### config.mk
export PLATFORM = sky130hd
export DESIGN_NAME = cordic_arbiter
export DESIGN_NICKNAME = d
export VERILOG_FILES = /design/src/rtl/cordic_arb_pkg.sv /design/src/rtl/rr_arbiter.sv /design/src/rtl/cordic_arbiter.sv
export SDC_FILE = /design/constraint.sdc
export NUM_CORES = 1
export LEC_CHECK = 0
export ABC_CLOCK_PERIOD_IN_PS = 5700
export CAP_MARGIN = 30
export CORE_MARGIN = 10
export CORE_UTILIZATION = 44
export DETAILED_ROUTE_END_ITERATION = 8
export PLACE_DENSITY = 0.85
export SLEW_MARGIN = 20
export SYNTH_ARGS = -nofsm -noshare
export SYNTH_HDL_FRONTEND = slang
export SYNTH_SLANG_ARGS = --single-unit
export TNS_END_PERCENT = 30
### constraint.sdc
create_clock -name clk -period 5.7 [get_ports clk]
set_input_delay 1.71 -clock clk [delete_from_list [all_inputs] [get_ports clk]]
set_output_delay 1.71 -clock clk [all_outputs]
set_load 0.01 [all_outputs]
### src/rtl/cordic_arb_pkg.sv
// Shared types for the cordic round-robin front end: sequencer states,
// the captured result bundle and the engine angle width.
package cordic_arb_pkg;

    localparam int ANGLE_W = 16;

    typedef enum logic [2:0] {
        ST_IDLE   = 3'd0,
        ST_LAUNCH = 3'd1,
        ST_SETTLE = 3'd2,
        ST_WAIT   = 3'd3,
        ST_HOLD   = 3'd4
    } arb_state_t;

    typedef struct packed {
        logic [ANGLE_W-1:0] sin;
        logic [ANGLE_W-1:0] cos;
        logic [ANGLE_W-1:0] tan;
        logic [ANGLE_W-1:0] cot;
    } cordic_result_t;

endpackage

### src/rtl/rr_arbiter.sv
// Round-robin request picker: one-hot grant plus index, pointer moves to
// the slot after the winner whenever the caller takes the grant.
module rr_arbiter #(
    parameter int N = 4
) (
    input  logic                 clk,
    input  logic                 rst,
    input  logic [N-1:0]         req,
    input  logic                 advance,
    output logic [N-1:0]         grant,
    output logic [$clog2(N)-1:0] grant_idx
);

    localparam int             IDX_W = $clog2(N);
    localparam logic [IDX_W:0] W_N   = (IDX_W+1)'(N);

    logic [IDX_W-1:0] r_ptr;
    logic [IDX_W:0]   w_cand;
    logic             w_found;

    // Forward search from the pointer, wrapping past N-1 back to 0.
    always_comb begin
        grant     = '0;
        grant_idx = '0;
        w_found   = 1'b0;
        w_cand    = '0;
        for (int k = 0; k < N; k++) begin
            w_cand = {1'b0, r_ptr} + (IDX_W+1)'(k);
            if (w_cand >= W_N) begin
                w_cand = w_cand - W_N;
            end else begin
                w_cand = w_cand;
            end
            if (!w_found && req[w_cand[IDX_W-1:0]]) begin
                w_found                   = 1'b1;
                grant_idx                 = w_cand[IDX_W-1:0];
                grant[w_cand[IDX_W-1:0]]  = 1'b1;
            end else begin
                w_found = w_found;
            end
        end
    end

    // Priority pointer update on an accepted grant.
    always_ff @(posedge clk) begin
        if (rst) begin
            r_ptr <= '0;
        end else if (advance && w_found) begin
            if (grant_idx == IDX_W'(N - 1)) begin
                r_ptr <= '0;
            end else begin
                r_ptr <= grant_idx + IDX_W'(1);
            end
        end else begin
            r_ptr <= r_ptr;
        end
    end

endmodule

### src/rtl/cordic_arbiter.sv
// Shares one cordic engine among NUM_REQ requesters; sequences the engine
// reset pulse and holds each result until taken. Watchdog: CORDIC_ARB_TIMEOUT_EN.
module cordic_arbiter
    import cordic_arb_pkg::*;
#(
    parameter int NUM_REQ        = 4,
    parameter int TIMEOUT_CYCLES = 64
) (
    input  logic                       clk,
    input  logic                       rst,
    input  logic [NUM_REQ-1:0]         req_valid,
    output logic [NUM_REQ-1:0]         req_ready,
    input  logic [16*NUM_REQ-1:0]      req_angle,
    input  logic [NUM_REQ-1:0]         req_radian,
    output logic                       rsp_valid,
    input  logic                       rsp_ready,
    output logic [$clog2(NUM_REQ)-1:0] rsp_id,
    output logic [15:0]                rsp_sin,
    output logic [15:0]                rsp_cos,
    output logic [15:0]                rsp_tan,
    output logic [15:0]                rsp_cot,
    output logic                       rsp_timeout,
    output logic                       core_rst,
    output logic [15:0]                core_angle,
    output logic                       core_radian_en,
    input  logic [15:0]                core_sin,
    input  logic [15:0]                core_cos,
    input  logic [15:0]                core_tan,
    input  logic [15:0]                core_cot,
    input  logic                       core_done,
    output logic                       busy
);

    localparam int IDX_W = $clog2(NUM_REQ);

    arb_state_t         r_state;
    cordic_result_t     r_result;
    logic               r_rsp_valid;
    logic               r_core_rst;
    logic               r_core_radian;
    logic               r_busy;
    logic [IDX_W-1:0]   r_owner;
    logic [IDX_W-1:0]   r_rsp_id;
    logic [ANGLE_W-1:0] r_core_angle;

    logic [NUM_REQ-1:0] w_grant;
    logic [IDX_W-1:0]   w_grant_idx;
    logic               w_in_idle;
    logic               w_take;
    logic [ANGLE_W-1:0] w_sel_angle;

`ifdef CORDIC_ARB_TIMEOUT_EN
    localparam int TMO_W = $clog2(TIMEOUT_CYCLES + 1);
    logic [TMO_W-1:0] r_wait_cnt;
    logic             r_rsp_timeout;
    assign rsp_timeout = r_rsp_timeout;
`else
    assign rsp_timeout = 1'b0;
`endif

    // The grant is only offered while idle and never during reset.
    assign w_in_idle   = (r_state == ST_IDLE) && !rst;
    assign w_take      = w_in_idle && (|w_grant);
    assign req_ready   = w_in_idle ? w_grant : '0;
    assign w_sel_angle = req_angle[w_grant_idx*ANGLE_W +: ANGLE_W];

    rr_arbiter #(
        .N (NUM_REQ)
    ) u_rr (
        .clk       (clk),
        .rst       (rst),
        .req       (req_valid),
        .advance   (w_in_idle),
        .grant     (w_grant),
        .grant_idx (w_grant_idx)
    );

    // Sequencer: latch operands, pulse engine reset, wait for done, hold result.
    always_ff @(posedge clk) begin
        if (rst) begin
            r_state       <= ST_IDLE;
            r_result      <= '0;
            r_rsp_valid   <= 1'b0;
            r_rsp_id      <= '0;
            r_owner       <= '0;
            r_core_rst    <= 1'b1;
            r_core_angle  <= '0;
            r_core_radian <= 1'b0;
            r_busy        <= 1'b0;
`ifdef CORDIC_ARB_TIMEOUT_EN
            r_wait_cnt    <= '0;
            r_rsp_timeout <= 1'b0;
`endif
        end else begin
            case (r_state)
                ST_IDLE: begin
                    if (w_take) begin
                        r_owner       <= w_grant_idx;
                        r_core_angle  <= w_sel_angle;
                        r_core_radian <= req_radian[w_grant_idx];
                        r_busy        <= 1'b1;
                        r_state       <= ST_LAUNCH;
                    end
                end
                ST_LAUNCH: begin
                    r_core_rst <= 1'b0;
                    r_state    <= ST_SETTLE;
                end
                ST_SETTLE: begin
                    // done may still reflect the previous run here, so it is ignored
`ifdef CORDIC_ARB_TIMEOUT_EN
                    r_wait_cnt <= '0;
`endif
                    r_state <= ST_WAIT;
                end
                ST_WAIT: begin
                    if (core_done) begin
                        r_result.sin <= core_sin;
                        r_result.cos <= core_cos;
                        r_result.tan <= core_tan;
                        r_result.cot <= core_cot;
                        r_rsp_id     <= r_owner;
                        r_rsp_valid  <= 1'b1;
                        r_core_rst   <= 1'b1;
                        r_state      <= ST_HOLD;
`ifdef CORDIC_ARB_TIMEOUT_EN
                        r_rsp_timeout <= 1'b0;
                    end else if (r_wait_cnt == TMO_W'(TIMEOUT_CYCLES - 1)) begin
                        r_result      <= '0;
                        r_rsp_id      <= r_owner;
                        r_rsp_valid   <= 1'b1;
                        r_rsp_timeout <= 1'b1;
                        r_core_rst    <= 1'b1;
                        r_state       <= ST_HOLD;
                    end else begin
                        r_wait_cnt <= r_wait_cnt + TMO_W'(1);
`endif
                    end
                end
                ST_HOLD: begin
                    if (rsp_ready) begin
                        r_rsp_valid <= 1'b0;
                        r_busy      <= 1'b0;
                        r_state     <= ST_IDLE;
                    end
                end
                default: begin
                    r_state     <= ST_IDLE;
                    r_rsp_valid <= 1'b0;
                    r_core_rst  <= 1'b1;
                    r_busy      <= 1'b0;
                end
            endcase
        end
    end

    assign rsp_valid      = r_rsp_valid;
    assign rsp_id         = r_rsp_id;
    assign rsp_sin        = r_result.sin;
    assign rsp_cos        = r_result.cos;
    assign rsp_tan        = r_result.tan;
    assign rsp_cot        = r_result.cot;
    assign core_rst       = r_core_rst;
    assign core_angle     = r_core_angle;
    assign core_radian_en = r_core_radian;
    assign busy           = r_busy;

endmodule
**Yosys cells after proc, flatten, opt, wreduce, memory -nomap -nowiden**

Cells that the tools add are included.

- Mux-type cells: 46
- Add/subtract/negate cells: 8
- Bitwise logic cells: 6
- Reduce and logical (&&, ||, !) cells: 25
- Eq/ne operators: 8
- $lt $le $gt $ge: 13
- Shift operators: 1

Operators by type and width:

| kind | count |
|---|---|
| $shiftx 64x7->16 | 1 |
| $mux 4 | 5 |
| $mux 2 | 9 |
| $mux 1 | 16 |
| $lt 2x3->1 const B | 5 |
| $pmux 3 s5 | 1 |
| $or 4x4->4 | 3 |
| $bmux 1 s2 | 5 |
| $logic_and 1x1->1 | 10 |
| $ge 3x3->1 const B | 3 |
| $mux 3 | 3 |
| $pmux 1 s3 | 3 |
| $reduce_and 3->1 | 3 |
| $reduce_or 3->1 | 3 |
| $demux 1 s2 | 4 |
| $ge 2x1->1 const B | 4 |
| $sub 2x1->2 const B | 4 |
| $add 2x2->3 const B | 2 |
| $eq 3x2->1 const B | 2 |
| $ne 2x2->1 const B | 3 |
| $reduce_and 2->1 | 3 |
| $logic_not 1->1 | 4 |
| $reduce_or 4->1 | 1 |
| $add 2x1->3 const B | 1 |
| other kinds (7) | 9 |

- Register bits after elaboration: 93
- Input bits: 140
- Output and inout bits: 91

**Logic depth before layout (Yosys ltp)**

Gate-level depths: netlist of the first run.

- Depth after elaboration: 18
- Gate-level depth with buffers: 12
- Mapped depth without buffers: 8

**By module**

From an unflattened synthesis of the first run, not the netlist that was laid out.

- Cell total of the unflattened synthesis: 484
- Area total of the unflattened synthesis: 4251.6 µm²

Modules (own cells, without submodules):

| module | times used | cells each | area an instance (µm²) | sequential area each (µm²) |
|---|---|---|---|---|
| cordic_arbiter | 1 | 434 | 3772.4 | 1821.7 |
| rr_arbiter | 1 | 50 | 479.2 | 40.0 |

**Worst setup path after synthesis of the first run**

No wires, ideal clock.

- Kind: input to output
- From: input req_valid[1]
- To: output req_ready[3]
- Setup slack: 0.943 ns
- Arrival: 3.047 ns
- Required time: 3.990 ns
- Stages on the path: 5
- Cell sequence: buf_2 > mux4_2 > a2111oi_1 > o2bb2ai_1 > and2_1

- Longest elaborated chain between the ends: 13
- Elaborated cells on any way between the ends: 25
- Those cells by class: mux: 16; bitwise: 3; reduce/logical: 6

Ends and longest elaborated chain:

| element | RTL line | source |
|---|---|---|
| from (decl) | cordic_arbiter.sv:11 | `input logic [NUM_REQ-1:0] req_valid,` |
| $bmux 1 s2 | rr_arbiter.sv:34 | `if (!w_found && req[w_cand[IDX_W-1:0]]) begin` |
| $mux 1 (not written as such) | rr_arbiter.sv:34 |  |
| $mux 1 | rr_arbiter.sv:34 |  |
| $logic_not 1->1 | rr_arbiter.sv:34 |  |
| $logic_and 1x1->1 | rr_arbiter.sv:34 |  |
| $mux 1 | rr_arbiter.sv:34 |  |
| $logic_not 1->1 | rr_arbiter.sv:34 |  |
| $logic_and 1x1->1 | rr_arbiter.sv:34 |  |
| $mux 1 | rr_arbiter.sv:34 |  |
| $logic_not 1->1 | rr_arbiter.sv:34 |  |
| $logic_and 1x1->1 | rr_arbiter.sv:34 |  |
| $mux 4 (*) | rr_arbiter.sv:34 |  |
| $mux 4 (*) | cordic_arbiter.sv:64 | `assign req_ready = w_in_idle ? w_grant : '0;` |
| to (decl) | cordic_arbiter.sv:12 | `output logic [NUM_REQ-1:0] req_ready,` |

Mark *: on every way between the ends. The rest lies on a longest branch, timed or not. The select of a mux whose other input is x is not followed.

**Final worst setup path of the first run**

Same ends and word-level chain as after synthesis.

==> flow_summary.yaml, run 1 <==
run_status:
  outcome: "complete, no violations"
timing:
  fmax_mhz: 178
  rsz0062_at_grt: "true"
  setup_viol: 0
  setup_ws_ns: 0.0814
  finalCritPeriodShare: 0.986
  holdWs_ns: 0.450
  slew_violations: 0
  skew_ns: 0.0102
  fin_crit_ns: 5.62
  worst_pin_slew_ns: 0.924
  slew_headroom: 0.384
  finalSetupTns_ns: 0
  hold_viol_final: 0
pwr:
  ir_worst_vdd_mv: 0.186
  p_sw_mw: 0.799
  power.share.clock: 0.199
  combPwrFrac: 0.477
  p_leak_nw: 2.63
  switching_share: 0.325
  seq_power_share: 0.324
  power.density_mw_per_mm2: 341
  total_power_mw: 2.45
  p_int_mw: 1.66
clocking:
  clkSlewWorstSetupHoldPaths_ns: 0.09
  cts_tree: "built"
  cts.sinks: 93
  post-cts-setup-buffer-count: 0
  clock-root-buffer: "clkbuf_8"
  cts-htree-levels: 3
  clk_latency_ns: 0.36
  cts-buffers-inserted: 9
  cts_buffer_depth: 2
worst_setup_path:
  rr_endpoint: "core_angle[10]$_SDFFE_PP0P_"
  crit_arrival_ns: 3.91
  cpMostUsedCell: "clkdlybuf4s50_1"
  cp_max_fo: 9
  worstPathCellList: "clkdlybuf4s50_1 -> mux4_2 -> a2111oi_2 -> o2bb2ai_1 -> and2_1 -> clkdlybuf4s50_1"
  cp_top_family: "buffers and inverters"
  worstPathRequired_ns: 3.99
  worst_setup_path_start_kind: "input pin"
  worst_setup_path_end_kind: "output port"
  slowest_stage: "mux4_2"
  worstReg2RegStart: "u_rr.r_ptr[1]$_SDFFE_PP0P_"
  critPathMaxStageDelay_ns: 0.60
  path_buf_inv: 2
  rr_worst_depth: 11
  crit_cells: 6
  cp-startpoint: "req_valid[1]"
  crit_type: "input pin to output port"
  reg2reg_setup_slack_ns: 1.90
drt:
  routedWlPerCell_um: 17.4
  vias: 4501
  wl_um: 15100
  via_per_inst: 5.20
  first_pass_iters: 4
  final_antenna_net_count: 0
  drc: 0
  dr.first_iter.drc_count: 318
placement:
  portBuffers: 229
  place_area_sq_mm: 0.00695
  place_inst: 849
  pre_cts_slack_ns: 0.0471
  dp_hpwl_um: 11700
  routabilityCongestion: 0.952
logic_synthesis:
  yosysWarnings: 0
  synth_fp_nets: 653
  synth_cells: 507
  ys_seq_elements: 93
  synth_flop_cell: "dfxtp_1"
  yosys.area.top_type: "dfxtp_1"
  seq_area_frac_synth: 0.408
  synth_edf_count: 0
  synthTopCellsByArea: "dfxtp_1 41%, nand2_1 12%, a21oi_1 7.9%"
  syn_avg_cell_area_sq_um: 9.01
  ys_types: 51
  synth_top_area_frac: 0.408
  syn_area_sq_mm: 0.00457
  async_flop_share: 0
hold_path:
  min_to: "busy$_SDFFE_PP0P_"
  min_from: "busy$_SDFFE_PP0P_"
  hold_class: "flip-flop to flip-flop"
  whs_path_depth: 2
global_route:
  use_met1: 0.197
  antenna_found_initial: 0
  grt_use_total: 0.193
  grt_pass1_wl_um: 23100
  grt_max_degree: 94
  grt_pass1_vias: 4528
  grt.met2_usage: 0.326
  use_met3: 0.0962
  top_usage_layer: "met2"
  grt_overflow: 0
floorplanning:
  start_util: 0.446
  io_pins: 231
  chipWidth_um: 122
  die_h_um: 122
  core-area_sq_mm: 0.0102
  die_area_sq_mm: 0.0149
  rows: 37
cells_and_area:
  final_area_sq_mm: 0.00720
  drive_gt1_frac: 0.110
  layout_common_cells: "227 x clkdlybuf4s50_1, 147 x nand2_1, 93 x dfxtp_1"
  final_common_cell: "clkdlybuf4s50_1"
  final_core_util: 0.703
  syn2layout_area_growth_pct: 57.6
  nNetsFinal: 870
  diodes: 0
  finalNonFillerCells: 865
flow_run:
  drv_cap: 0
[logic make-up after synthesis]
kind of cell | count (synthesis) | synth area share
AO/OA/AOI/OAI | 105 | 0.138
adder cells (fa/ha/maj) | 6 | 0.0164
other | 1 | 0.000821
multiplexers | 45 | 0.175
XOR/XNOR | 2 | 0.00384
buffers and inverters | 49 | 0.0589
AND/OR/NAND/NOR | 206 | 0.199
flip-flops | 93 | 0.408
[area by class of cell]
type,count,area (sq um)
clock inverter,6,93.8
tap,136,170
sequential,93,1860
timing repair buffer,248,2440
inverter,7,26.3
clock buffer,10,128
fill,783,3040
multi-input combinational,365,2470
[timing repair]
item                                    CTS  global route
hold buffers                              0             0
resized for setup                         0             5
hold endpoints to repair                  0             0
endpoints found under the setup margin    0             4
[synth_stat cells, types with 7 or more instances]
master	n
a21oi_1	72
buf_6	7
clkbuf_1	23
dfxtp_1	93
inv_1	7
mux2_4	19
mux4_2	14
nand2_1	147
nor2b_1	23
[worst reg2reg max path, cell delays in order, from the launching register on]
cell       delay, ns
dfxtp_1         0.67
inv_1           0.24
ha_1            0.58
mux2i_2         0.28
buf_4           0.17
nor3b_1         0.06
a2111oi_2       0.38
o2bb2ai_1       0.14
buf_4           0.17
o41ai_4         0.27
buf_4           0.39
mux2_4          0.35
[power by group through the flow]
stage	sequential, mW	combinational, mW	clock (mW)
final	0.795	1.17	0.489
after global routing	0.806	1.26	0.528
after CTS	0.794	1.17	0.498
after detailed placement	0.807	1.17	0
after global placement	0.804	1.13	0
after floorplan	0.827	0.777	0
[flip-flops by register name (all words and copies together) (netlist names), named ones only]
name            cells
rsp_cot            16
core_rst            1
r_owner             2
u_rr.r_ptr          1
rsp_valid           1
rsp_tan            16
core_angle         16
rsp_cos            16
rsp_sin            16
core_radian_en      1
busy                1
r_state             3
rsp_id              2
[worst max path at each step]
stage                   endpoint  slack (ns)
CTS                 req_ready[3]        0.04
global route        req_ready[3]     -0.0006
global placement    req_ready[3]        0.16
finish              req_ready[3]        0.08
detailed placement  req_ready[3]        0.05
floorplan           req_ready[3]        0.94
[routing by layer]
layer	vias up	share of wire
met5	-	0
met4	0	0.029
met3	43	0.13
met2	240	0.48
met1	2053	0.36
li1	2165	-
No activity file was read; power rests on OpenSTA's default activity.
==> inputs of run 2 (changes only) <==
--- a/config.mk
+++ b/config.mk
@@ -10,6 +10,7 @@
 export CORE_MARGIN = 10
 export CORE_UTILIZATION = 44
 export DETAILED_ROUTE_END_ITERATION = 8
+export HOLD_SLACK_MARGIN = 0.1
 export PLACE_DENSITY = 0.85
 export SLEW_MARGIN = 20
 export SYNTH_ARGS = -nofsm -noshare
==> results of run 2 <==
Final layout, timing and power as in run 1 (identical DEF).
